**src/rtl/nec_ir_pkg.sv**
```systemverilog
// ---------------------------------------------------------------------------
// nec_ir_pkg
// Definitions shared by the NEC IR transmitter and receiver: the frame state
// encoding and the length, in 562.5 us units, of every frame segment.
// ---------------------------------------------------------------------------
package nec_ir_pkg;

    typedef enum logic [2:0] {
        IDLE,
        LEAD_MARK,
        LEAD_SPACE,
        RPT_SPACE,
        BIT_MARK,
        BIT_SPACE,
        STOP_MARK,
        GAP
    } state_t;

    localparam logic [7:0] LEAD_MARK_U  = 8'd16;
    localparam logic [7:0] LEAD_SPACE_U = 8'd8;
    localparam logic [7:0] RPT_SPACE_U  = 8'd4;
    localparam logic [7:0] BIT_MARK_U   = 8'd1;
    localparam logic [7:0] ZERO_SPACE_U = 8'd1;
    localparam logic [7:0] ONE_SPACE_U  = 8'd3;
    localparam logic [7:0] STOP_U       = 8'd1;

    // Marks are the segments in which the LED is driven.
    function automatic logic is_mark(input state_t s);
        return (s == LEAD_MARK) || (s == BIT_MARK) || (s == STOP_MARK);
    endfunction

endpackage

```
**src/rtl/nec_carrier_gen.sv**
```systemverilog
// ---------------------------------------------------------------------------
// nec_carrier_gen
// Carrier phase counter. One period is CLOCK_SPEED/CARRIER_HZ cycles, high for
// the first half (rounded down), low for the rest.
//   clkIN      in  system clock
//   resetIN    in  asynchronous active-high reset
//   clearIN    in  synchronous clear: the next cycle is phase 0
//   carrierOUT out carrier level for the cycle that follows the next clock
//                  edge, so the caller can register it alongside its state
// ---------------------------------------------------------------------------
module nec_carrier_gen #(
    parameter int CLOCK_SPEED = 50_000_000,
    parameter int CARRIER_HZ  = 38_000
) (
    input  logic clkIN,
    input  logic resetIN,
    input  logic clearIN,
    output logic carrierOUT
);

    localparam int CPER = CLOCK_SPEED / CARRIER_HZ;   // must be >= 2
    localparam int PW   = $clog2(CPER);
    localparam logic [PW-1:0] PHASE_LAST = PW'(CPER - 1);
    localparam logic [PW-1:0] HALF       = PW'(CPER / 2);

    logic [PW-1:0] phase;
    logic [PW-1:0] phase_nxt;

    // NOTE: every signal written here gets a value before any branch, so no
    // path can leave it unassigned and infer a latch.
    always_comb begin
        phase_nxt = '0;
        if (!clearIN && phase != PHASE_LAST) begin
            phase_nxt = phase + 1'b1;
        end
    end

    assign carrierOUT = (phase_nxt < HALF);

    // NOTE: state is updated with non-blocking assignments so every register
    // samples pre-edge values regardless of block ordering.
    always_ff @(posedge clkIN or posedge resetIN) begin
        if (resetIN) begin
            phase <= '0;
        end else begin
            phase <= phase_nxt;
        end
    end

endmodule

```
**src/rtl/nec_ir_transmitter.sv**
```systemverilog
// ---------------------------------------------------------------------------
// nec_ir_transmitter
// Serialises a 32-bit NEC word (MSB first) or an NEC repeat code onto an IR
// LED drive pin, with an optional carrier on the marks.
//   clkIN     in  system clock
//   resetIN   in  asynchronous active-high reset; aborts any frame silently
//   startIN   in  strobe: send a full frame, dataIN captured with it
//   repeatIN  in  strobe: send a repeat code (startIN wins if both)
//   dataIN    in  [31:0] word to send, bit 31 first
//   busyOUT   out frame in progress, including the trailing gap
//   doneOUT   out one-cycle pulse on return to IDLE
//   txOUT     out registered LED drive, active high
// A strobe accepted at edge N starts the leader mark at edge N+1. Requires
// UNIT >= 2 and 1 <= GAP_UNITS <= 255.
// ---------------------------------------------------------------------------
module nec_ir_transmitter
    import nec_ir_pkg::*;
#(
    parameter int CLOCK_SPEED    = 50_000_000,
    parameter int CARRIER_HZ     = 38_000,
    parameter int CARRIER_ENABLE = 1,
    parameter int GAP_UNITS      = 72
) (
    input  logic        clkIN,
    input  logic        resetIN,
    input  logic        startIN,
    input  logic        repeatIN,
    input  logic [31:0] dataIN,
    output logic        busyOUT,
    output logic        doneOUT,
    output logic        txOUT
);

    localparam int UNIT = int'((64'(CLOCK_SPEED) * 64'd9) / 64'd16000);
    localparam int UW   = $clog2(UNIT);
    localparam logic [UW-1:0] UNIT_LAST = UW'(UNIT - 1);

    state_t        state, next_state;
    logic [UW-1:0] unit_cnt;
    logic [7:0]    units_left;   // units still to run after the current one
    logic [7:0]    load_val;
    logic [4:0]    bit_idx;
    logic [31:0]   shreg;
    logic          rpt_mode;
    logic          launch;       // strobe accepted, leader starts next edge
    logic          accept;
    logic          seg_end;
    logic          carrier;
    logic          tx_d;

    assign accept  = (state == IDLE) && !launch && (startIN || repeatIN);
    assign seg_end = (unit_cnt == UNIT_LAST) && (units_left == 8'd0);

    // Clearing while not in a mark puts phase 0 on the first cycle of every mark.
    nec_carrier_gen #(
        .CLOCK_SPEED (CLOCK_SPEED),
        .CARRIER_HZ  (CARRIER_HZ)
    ) u_carrier (
        .clkIN      (clkIN),
        .resetIN    (resetIN),
        .clearIN    (!is_mark(state)),
        .carrierOUT (carrier)
    );

    // load_val is the new segment length minus one, so units_left hits zero
    // in its last unit and segments chain with no idle cycle in between.
    always_comb begin
        next_state = state;
        load_val   = 8'd0;
        case (state)
            IDLE: if (launch) begin
                next_state = LEAD_MARK;
                load_val   = LEAD_MARK_U - 8'd1;
            end
            LEAD_MARK: if (seg_end) begin
                next_state = rpt_mode ? RPT_SPACE : LEAD_SPACE;
                load_val   = rpt_mode ? RPT_SPACE_U - 8'd1 : LEAD_SPACE_U - 8'd1;
            end
            LEAD_SPACE: if (seg_end) begin
                next_state = BIT_MARK;
                load_val   = BIT_MARK_U - 8'd1;
            end
            BIT_MARK: if (seg_end) begin
                next_state = BIT_SPACE;
                load_val   = shreg[31] ? ONE_SPACE_U - 8'd1 : ZERO_SPACE_U - 8'd1;
            end
            BIT_SPACE: if (seg_end) begin
                next_state = (bit_idx == 5'd0) ? STOP_MARK : BIT_MARK;
                load_val   = (bit_idx == 5'd0) ? STOP_U - 8'd1 : BIT_MARK_U - 8'd1;
            end
            RPT_SPACE: if (seg_end) begin
                next_state = STOP_MARK;
                load_val   = STOP_U - 8'd1;
            end
            STOP_MARK: if (seg_end) begin
                next_state = GAP;
                load_val   = 8'(GAP_UNITS - 1);
            end
            GAP: if (seg_end) begin
                next_state = IDLE;
            end
            default: next_state = IDLE;
        endcase
    end

    // txOUT is registered from next_state so the pin changes on the same edge
    // as the state it belongs to.
    always_comb begin
        tx_d = 1'b0;
        if (is_mark(next_state)) begin
            tx_d = (CARRIER_ENABLE != 0) ? carrier : 1'b1;
        end
    end

    always_ff @(posedge clkIN or posedge resetIN) begin
        if (resetIN) begin
            state      <= IDLE;
            unit_cnt   <= '0;
            units_left <= '0;
            bit_idx    <= '0;
            shreg      <= '0;
            rpt_mode   <= 1'b0;
            launch     <= 1'b0;
            busyOUT    <= 1'b0;
            doneOUT    <= 1'b0;
            txOUT      <= 1'b0;
        end else begin
            state   <= next_state;
            launch  <= accept;
            busyOUT <= (next_state != IDLE);
            doneOUT <= (state == GAP) && seg_end;
            txOUT   <= tx_d;

            if (accept) begin
                shreg    <= dataIN;
                bit_idx  <= 5'd31;
                rpt_mode <= !startIN;
            end else if (state == BIT_SPACE && next_state == BIT_MARK) begin
                shreg   <= {shreg[30:0], 1'b0};
                bit_idx <= bit_idx - 5'd1;
            end

            if (next_state != state) begin
                unit_cnt   <= '0;
                units_left <= load_val;
            end else if (state != IDLE) begin
                if (unit_cnt == UNIT_LAST) begin
                    unit_cnt   <= '0;
                    units_left <= units_left - 8'd1;
                end else begin
                    unit_cnt <= unit_cnt + 1'b1;
                end
            end
        end
    end

endmodule

```
**config.mk**
```make
export PLATFORM = sky130hd
export DESIGN_NAME = nec_ir_transmitter
export DESIGN_NICKNAME = d
export VERILOG_FILES = /design/src/rtl/nec_ir_pkg.sv /design/src/rtl/nec_carrier_gen.sv /design/src/rtl/nec_ir_transmitter.sv
export SDC_FILE = /design/constraint.sdc
export NUM_CORES = 1
export LEC_CHECK = 0
export CAP_MARGIN = 20
export CELL_PAD_IN_SITES_DETAIL_PLACEMENT = 2
export CELL_PAD_IN_SITES_GLOBAL_PLACEMENT = 2
export CORE_MARGIN = 2
export CORE_UTILIZATION = 32
export DETAILED_ROUTE_END_ITERATION = 16
export GPL_TIMING_DRIVEN = 0
export PLACE_DENSITY = 0.75
export SETUP_SLACK_MARGIN = 0.5
export SYNTH_ARGS = -nofsm -noshare
export SYNTH_HDL_FRONTEND = slang
export SYNTH_SLANG_ARGS = --single-unit
```
**constraint.sdc**
```tcl
create_clock -name clkIN -period 2.05 [get_ports clkIN]
set_input_delay 0.205 -clock clkIN [delete_from_list [all_inputs] [get_ports clkIN]]
set_output_delay 0.205 -clock clkIN [all_outputs]
set_load 0.05 [all_outputs]
```
==> out/qor.txt, run 1 <==
Tcrit/Tclk final - 115%
FFs w/ async S/R, synth - 100%
root buffer cell - clkbuf_16
core box area - 12700 um2
leading area contributor after synthesis - dfrtp_1
vias in the first global route - 4484
global-route wire length before repair - 24.5 mm
Setup violations, final - 67
gr busiest metal - met2
Post-synth top cells - nand2_1 (82), dfrtp_1 (79), nor2_1 (70)
CP required - 2.27 ns
Lkg Pwr - 2.71 nW
Post-DRT Antenna Nets - 0
met1 usage - 27.3%
Sink Count - 79
critical path cell sequence - inv_2, ha_4, nor3b_4, nand2_2, buf_4, buf_4, a21oi_1, nand3_1, a311oi_2, a211oi_2
violated checks - setup timing
crit-path max FO - 3
Worst Setup End Kind - register
Crit path largest cell delay - 0.44 ns
cell area after layout - 6510 um2
slew margin rel. - 40.8%
Rows - 41
initial antenna violation count - 0
VDD IR max - 0.433 mV
n_diodes - 0
EDFF count, synth - 0
Critical path buffers and inverters - 3
Die ar. - 14000 um2
placed cells - 679
critical path startpoint category - register
Setup CP Type - register to register
pwr/cell area - 928 nW/um2
via/cell ratio - 5.51
Yosys cell types - 64
Final min period - 2.36 ns
worst hold path type - input port to asynchronous set/reset pin
hold_buf cts - 0
Post-Route Skew - 0.00881 ns
Routed WL - 19.1 mm
I/O Buffers - 38
IO Pins - 39
Yosys top cell area share - 47.4%
Pins Over Slew Limit - 0
Mean Syn Cell Area - 8.92 um2
CTS tree - yes
Die H - 118 um
cells after synthesis - 467
total CTS buffers - 9
status - finished with violations
CP most frequent cell - buf_4
largest net degree at the start of global routing - 39
met3 track demand over resource - 2.76%
Overflow after GRT - 0
final core occ - 51.4%
final non-filler cell total - 757
Fmax - 0.423 GHz
pre-CTS setup slack - -0.546 ns
nets - 624
clk buf depth - 2
grt met2 use - 40.4%
slowest CP cell - dfrtp_1
measured slew at the worst slew-check pin - 0.881 ns
Seq cells post-synth - 79
starting density of the core - 32.9%
cell family with most CP delay - simple AND/OR/NAND/NOR gates
Chip Width - 118 um
crit path DAT - 2.59 ns
Max Cap Viol - 0
Post-Syn Area - 4170 um2
Vias - 4173
Sum Neg Setup Slack - -8.15 ns
DR DRC count - 0
Area after DPL - 4970 um2
Initial DRC Count - 183
Hold Vio Cnt, Final - 0
Worst-path clk slew - 0.07 ns
Post-synth top flop - dfrtp_1
RePlAce Congestion - 0.754
layout cells sized above 1 - 37.9%
Reg2Reg Setup Slack - -0.31 ns
H-Tree Level Count - 3
Post-Syn Nets - 511
detailed placement HPWL - 8.76 mm
Area Growth Syn to Fin - 56.3%
Routed WL per cell - 25.3 um
Synth area leaders - dfrtp_1 (47%), nand2_1 (7.4%), nor2_1 (6.3%)
Tot GR Track Use - 22.1%
most frequent cell after synthesis - nand2_1
post-route setup slack - -0.314 ns
sequential area share after synthesis - 47.4%
worst-skew pair later-pin latency - 0.35 ns
RSZ-0062 raised after global routing - true
total number of yosys warnings - 0
DRT Pass-1 Iters - 4
==> timing repair <==
| action | in CTS | in global routing |
|---|---|---|
| setup endpoints to repair | 82 | 77 |
| pin swaps | 22 | 45 |
| buffers inserted | 30 | 24 |
| resized for setup | 78 | 104 |
| cloned | 4 | 4 |
==> final timing paths <==
| path | start | cells after the start | endpoint |
|---|---|---|---|
| worst min register to register | shreg[21]$_DFFE_PP0P_ | 2 | shreg[22]$_DFFE_PP0P_ |
| min in group clkIN | dataIN[6] | 3 | shreg[6]$_DFFE_PP0P_ |
| max in group asynchronous | resetIN | 4 | u_carrier.phase[1]$_DFF_PP0_ |
| worst max-delay path | units_left[0]$_DFFE_PP0P_ | 10 | txOUT$_DFF_PP0_ |
| worst max register to register | units_left[0]$_DFFE_PP0P_ | 10 | txOUT$_DFF_PP0_ |
| worst min-delay path | resetIN | 2 | shreg[26]$_DFFE_PP0P_ |
==> stage by stage <==
| stage | total power [mW] | hold WS (ns) |
|---|---|---|
| 2_1_floorplan | 2.98 | 0.313 |
| 3_3_place_gp | 3.27 | 0.495 |
| 3_5_place_dp | 3.38 | 0.525 |
| 4_1_cts | 5.47 | 0.272 |
| 5_1_grt | 6.30 | 0.322 |
| 6_report | 6.04 | 0.274 |
==> flip-flops by register name (all words and copies together) (netlist names) <==
register / flops
rpt_mode: 1
bit_idx: 5
u_carrier.phase: 11
state: 3
shreg: 32
txOUT: 1
launch: 1
unit_cnt: 15
busyOUT: 1
units_left: 8
doneOUT: 1
==> area by class of cell <==
class	instances	area [um2]
fill	1269	6160
multi-input combinational	348	2600
sequential	79	1980
timing repair buffer	101	1060
clock buffer	12	256
buffer	25	244
tap	172	215
clock inverter	4	76.3
inverter	16	73.8
==> layout by cell type (no fill, tap or decap), types with 6 or more instances in the layout <==
| master | count |
|---|---|
| dfrtp_1 | 74 |
| nand2_1 | 56 |
| nor2_1 | 49 |
| buf_4 | 35 |
| clkdlybuf4s50_1 | 35 |
| a31oi_1 | 34 |
| buf_6 | 21 |
| nand2_2 | 18 |
| nor2_2 | 13 |
| nand3_1 | 12 |
| clkbuf_16 | 12 |
| xnor2_1 | 11 |
| nor2_4 | 10 |
| xor2_1 | 10 |
| inv_1 | 9 |
| nand4_1 | 9 |
| nand2_4 | 9 |
| nor3_1 | 8 |
| o21ai_2 | 8 |
| and3_1 | 7 |
| clkbuf_1 | 7 |
| buf_8 | 7 |
| a21oi_1 | 7 |
| clkbuf_8 | 6 |
==> cell families after synthesis <==
| family | synth area share [%] |
|---|---|
| compound gates | 13.7 |
| simple gates | 27.4 |
| buf+inv | 4.26 |
| fa+ha+maj | 2.40 |
| flops | 47.4 |
| xor+xnor | 4.83 |
==> worst reg2reg max path, stage by stage (launching register included) <==
cell,delay (ns)
dfrtp_1,0.44
inv_2,0.11
ha_4,0.13
nor3b_4,0.28
nand2_2,0.13
buf_4,0.16
buf_4,0.15
a21oi_1,0.20
nand3_1,0.22
a311oi_2,0.36
a211oi_2,0.06
==> metal layers <==
layer / vias up / routed length, um
met1: 2172 / 8020
li1: 1856 / -
met3: 38 / 682
met4: 0 / 629
met5: - / 0
met2: 107 / 9820
==> report_power, final <==
| part | leakage [nW] | switching, mW | internal (mW) |
|---|---|---|---|
| Combinational | 1.63 | 0.927 | 0.834 |
| Clock | 0.159 | 0.738 | 1.14 |
| Sequential | 0.920 | 0.478 | 1.93 |
Power figures use the tool's default switching activity.
==> run 2, diff against run 1 <==
Settings changed: CORE_MARGIN 2 to 4, CORE_UTILIZATION 32 to 38, PLACE_DENSITY 0.75 to 0.83.
Clock period 2.05 ns to 2.9 ns, I/O delays scaled along.
==> run 2 against run 1 <==
Net effect:
- the flow now finishes without violations
- combinational power is 54% lower
- cell count decreased by 12%
- global-route usage down 1.0 points
- hold slack worse by 0.091 ns
- clock skew increased by 0.0034 ns
- clock power shrank 54%
- die area fell by 8.9%
- core utilization shrank 2.9 points
- sequential cell count unchanged
- critical path depth did not move
- highest routed layer unchanged
==> out/qor.txt, run 2 (synthesis results as in run 1) <==
status - finished clean
core box area - 10500 um2 (-17%)
total CTS buffers - 9 (unchanged)
DR DRC count - 0 (unchanged)
Tcrit/Tclk final - 83.3% (-32 points)
crit-path max FO - 10 (+7)
Hold Vio Cnt, Final - 0 (unchanged)
Sink Count - 79 (unchanged)
Final min period - 2.42 ns (+0.0529 ns)
worst-skew pair later-pin latency - 0.37 ns (+0.02 ns)
RePlAce Congestion - 0.796 (+5.6%)
reg2reg start - unit_cnt[0]$_DFFE_PP0P_
nets - 569 (-8.8%)
pwr/cell area - 643 nW/um2 (-31%)
Tot Pwr - 3.28 mW (-46%)
IO Pins - 39 (unchanged)
Die H - 113 um (-4.6%)
Vias - 3677 (-12%)
Sum Neg Setup Slack - 0 ns (+8.15 ns)
root buffer cell - clkbuf_8
Biggest register - shreg
hold_buf cts - 0 (unchanged)
VDD IR max - 0.264 mV (-39%)
vias in the first global route - 4282 (-4.5%)
Chip Width - 113 um (-4.6%)
slew margin rel. - 62.5% (+22 points)
Pins Over Slew Limit - 0 (unchanged)
RSZ-0062 raised after global routing - true
Post-Route Skew - 0.0122 ns (+0.00343 ns)
Fmax - 0.414 GHz (-2.2%)
Setup CP Type - register to register
Worst-path clk slew - 0.09 ns (+0.02 ns)
slowest CP cell - dfrtp_2
CTS tree - yes
Rows - 37 (-9.8%)
Routed WL per cell - 19.5 um (-23%)
Setup violations, final - 0 (-100%)
H-Tree Level Count - 3 (unchanged)
Post-DRT Antenna Nets - 0 (unchanged)
Overflow after GRT - 0 (unchanged)
most frequent cells in the layout - nand2_1 (82), dfrtp_1 (78), nor2_1 (68)
Lkg Pwr - 2.20 nW (-19%)
max FFs per register - 32 (unchanged)
starting density of the core - 39.7% (+6.8 points)
Top Registers - shreg x32, unit_cnt x15, u_carrier.phase x11
detailed placement HPWL - 8.64 mm (-1.5%)
measured slew at the worst slew-check pin - 0.556 ns (-0.326 ns)
I/O Buffers - 38 (unchanged)
initial antenna violation count - 0 (unchanged)
clk buf depth - 2 (unchanged)
critical path startpoint category - register
cells on worst reg2reg path - 10 (unchanged)
largest net degree at the start of global routing - 68 (+74%)
via/cell ratio - 5.53 (+0.30%)
CP Launch Point - unit_cnt[0]$_DFFE_PP0P_
Die ar. - 12700 um2 (-8.9%)
critical path cell sequence - inv_1, ha_1, nor4b_4, nand4_1, nor2_2, and4_4, buf_6, buf_4, nand2_1, a31oi_1
n_diodes - 0 (unchanged)
Area Growth Syn to Fin - 22.4%
DRT Pass-1 Iters - 4 (unchanged)
Initial DRC Count - 120 (-34%)
CP required - 3.19 ns (+0.92 ns)
Max Cap Viol - 0 (unchanged)
layout cells sized above 1 - 13.0% (-25 points)
Crit path largest cell delay - 0.45 ns (about the same)
Worst Setup End Kind - register
global-route wire length before repair - 21.5 mm (-12%)
Tot GR Track Use - 21.0% (-1.0 points)
Routed WL - 12.9 mm (-32%)
most common cell after layout, fill and taps aside - nand2_1
crit path DAT - 2.70 ns (+0.11 ns)
worst hold path type - input port to asynchronous set/reset pin
run 2: what timing repair did:
item,in CTS,in global routing
gates resized for setup,7,19
setup buffers,3,5
pin swaps,3,4
setup endpoints to repair,38,54
gates cloned,0,0
run 2: layout make-up:
cell class,instances,area (um2)
flip-flops and latches,79,1980
plain buffers,25,135
well taps,136,170
clock buffers,11,151
fillers,1154,5410
multi-input cells,347,2090
repair buffers,47,468
inverters,16,62.6
clock inverters,4,45.0
run 2: metrics by stage:
step                instance area (um2)  hold WS, ns  utilization (%)  setup slack (ns)  std cells
floorplan                          4170        0.395                -             0.587        467
global placement                   4720        0.492             44.9            -0.844        641
detailed placement                 4750        0.518             45.2             0.364        642
CTS                                4990        0.173             47.5             0.488        660
global route                       5100        0.173             48.6             0.354        665
finish                             5100        0.183             48.6             0.484        665
run 2: worst paths after layout:
kind | slack, ns | to
max | 0.48 | shreg[18]$_DFFE_PP0P_
min | 0.18 | u_carrier.phase[2]$_DFF_PP0_
max reg2reg | 0.48 | shreg[18]$_DFFE_PP0P_
min reg2reg | 0.54 | shreg[11]$_DFFE_PP0P_
max in group asynchronous | 2.11 | unit_cnt[0]$_DFFE_PP0P_
min in group clkIN | 0.50 | shreg[28]$_DFFE_PP0P_
run 2: worst max-delay path: cells and delay by family, from the launching register on:
family / cells / cell delay (ns)
AND/OR/NAND/NOR: 5 / 1.06
flip-flops: 1 / 0.45
buffers and inverters: 3 / 0.39
adder cells (fa/ha/maj): 1 / 0.21
AO/OA/AOI/OAI: 1 / 0.21
run 2: metal layers:
metal  wire, um  GRT usage (%)
met4        140           5.85
met5          0              0
met1       5720           25.8
met2       6770           37.6
met3        317           4.12
run 2: where the power goes:
group	total [mW]	switching, mW	internal, mW	leakage (nW)
registers	1.61	0.251	1.36	0.925
logic	0.805	0.435	0.370	1.17
clock network	0.866	0.430	0.436	0.105
total	3.28	1.12	2.17	2.20
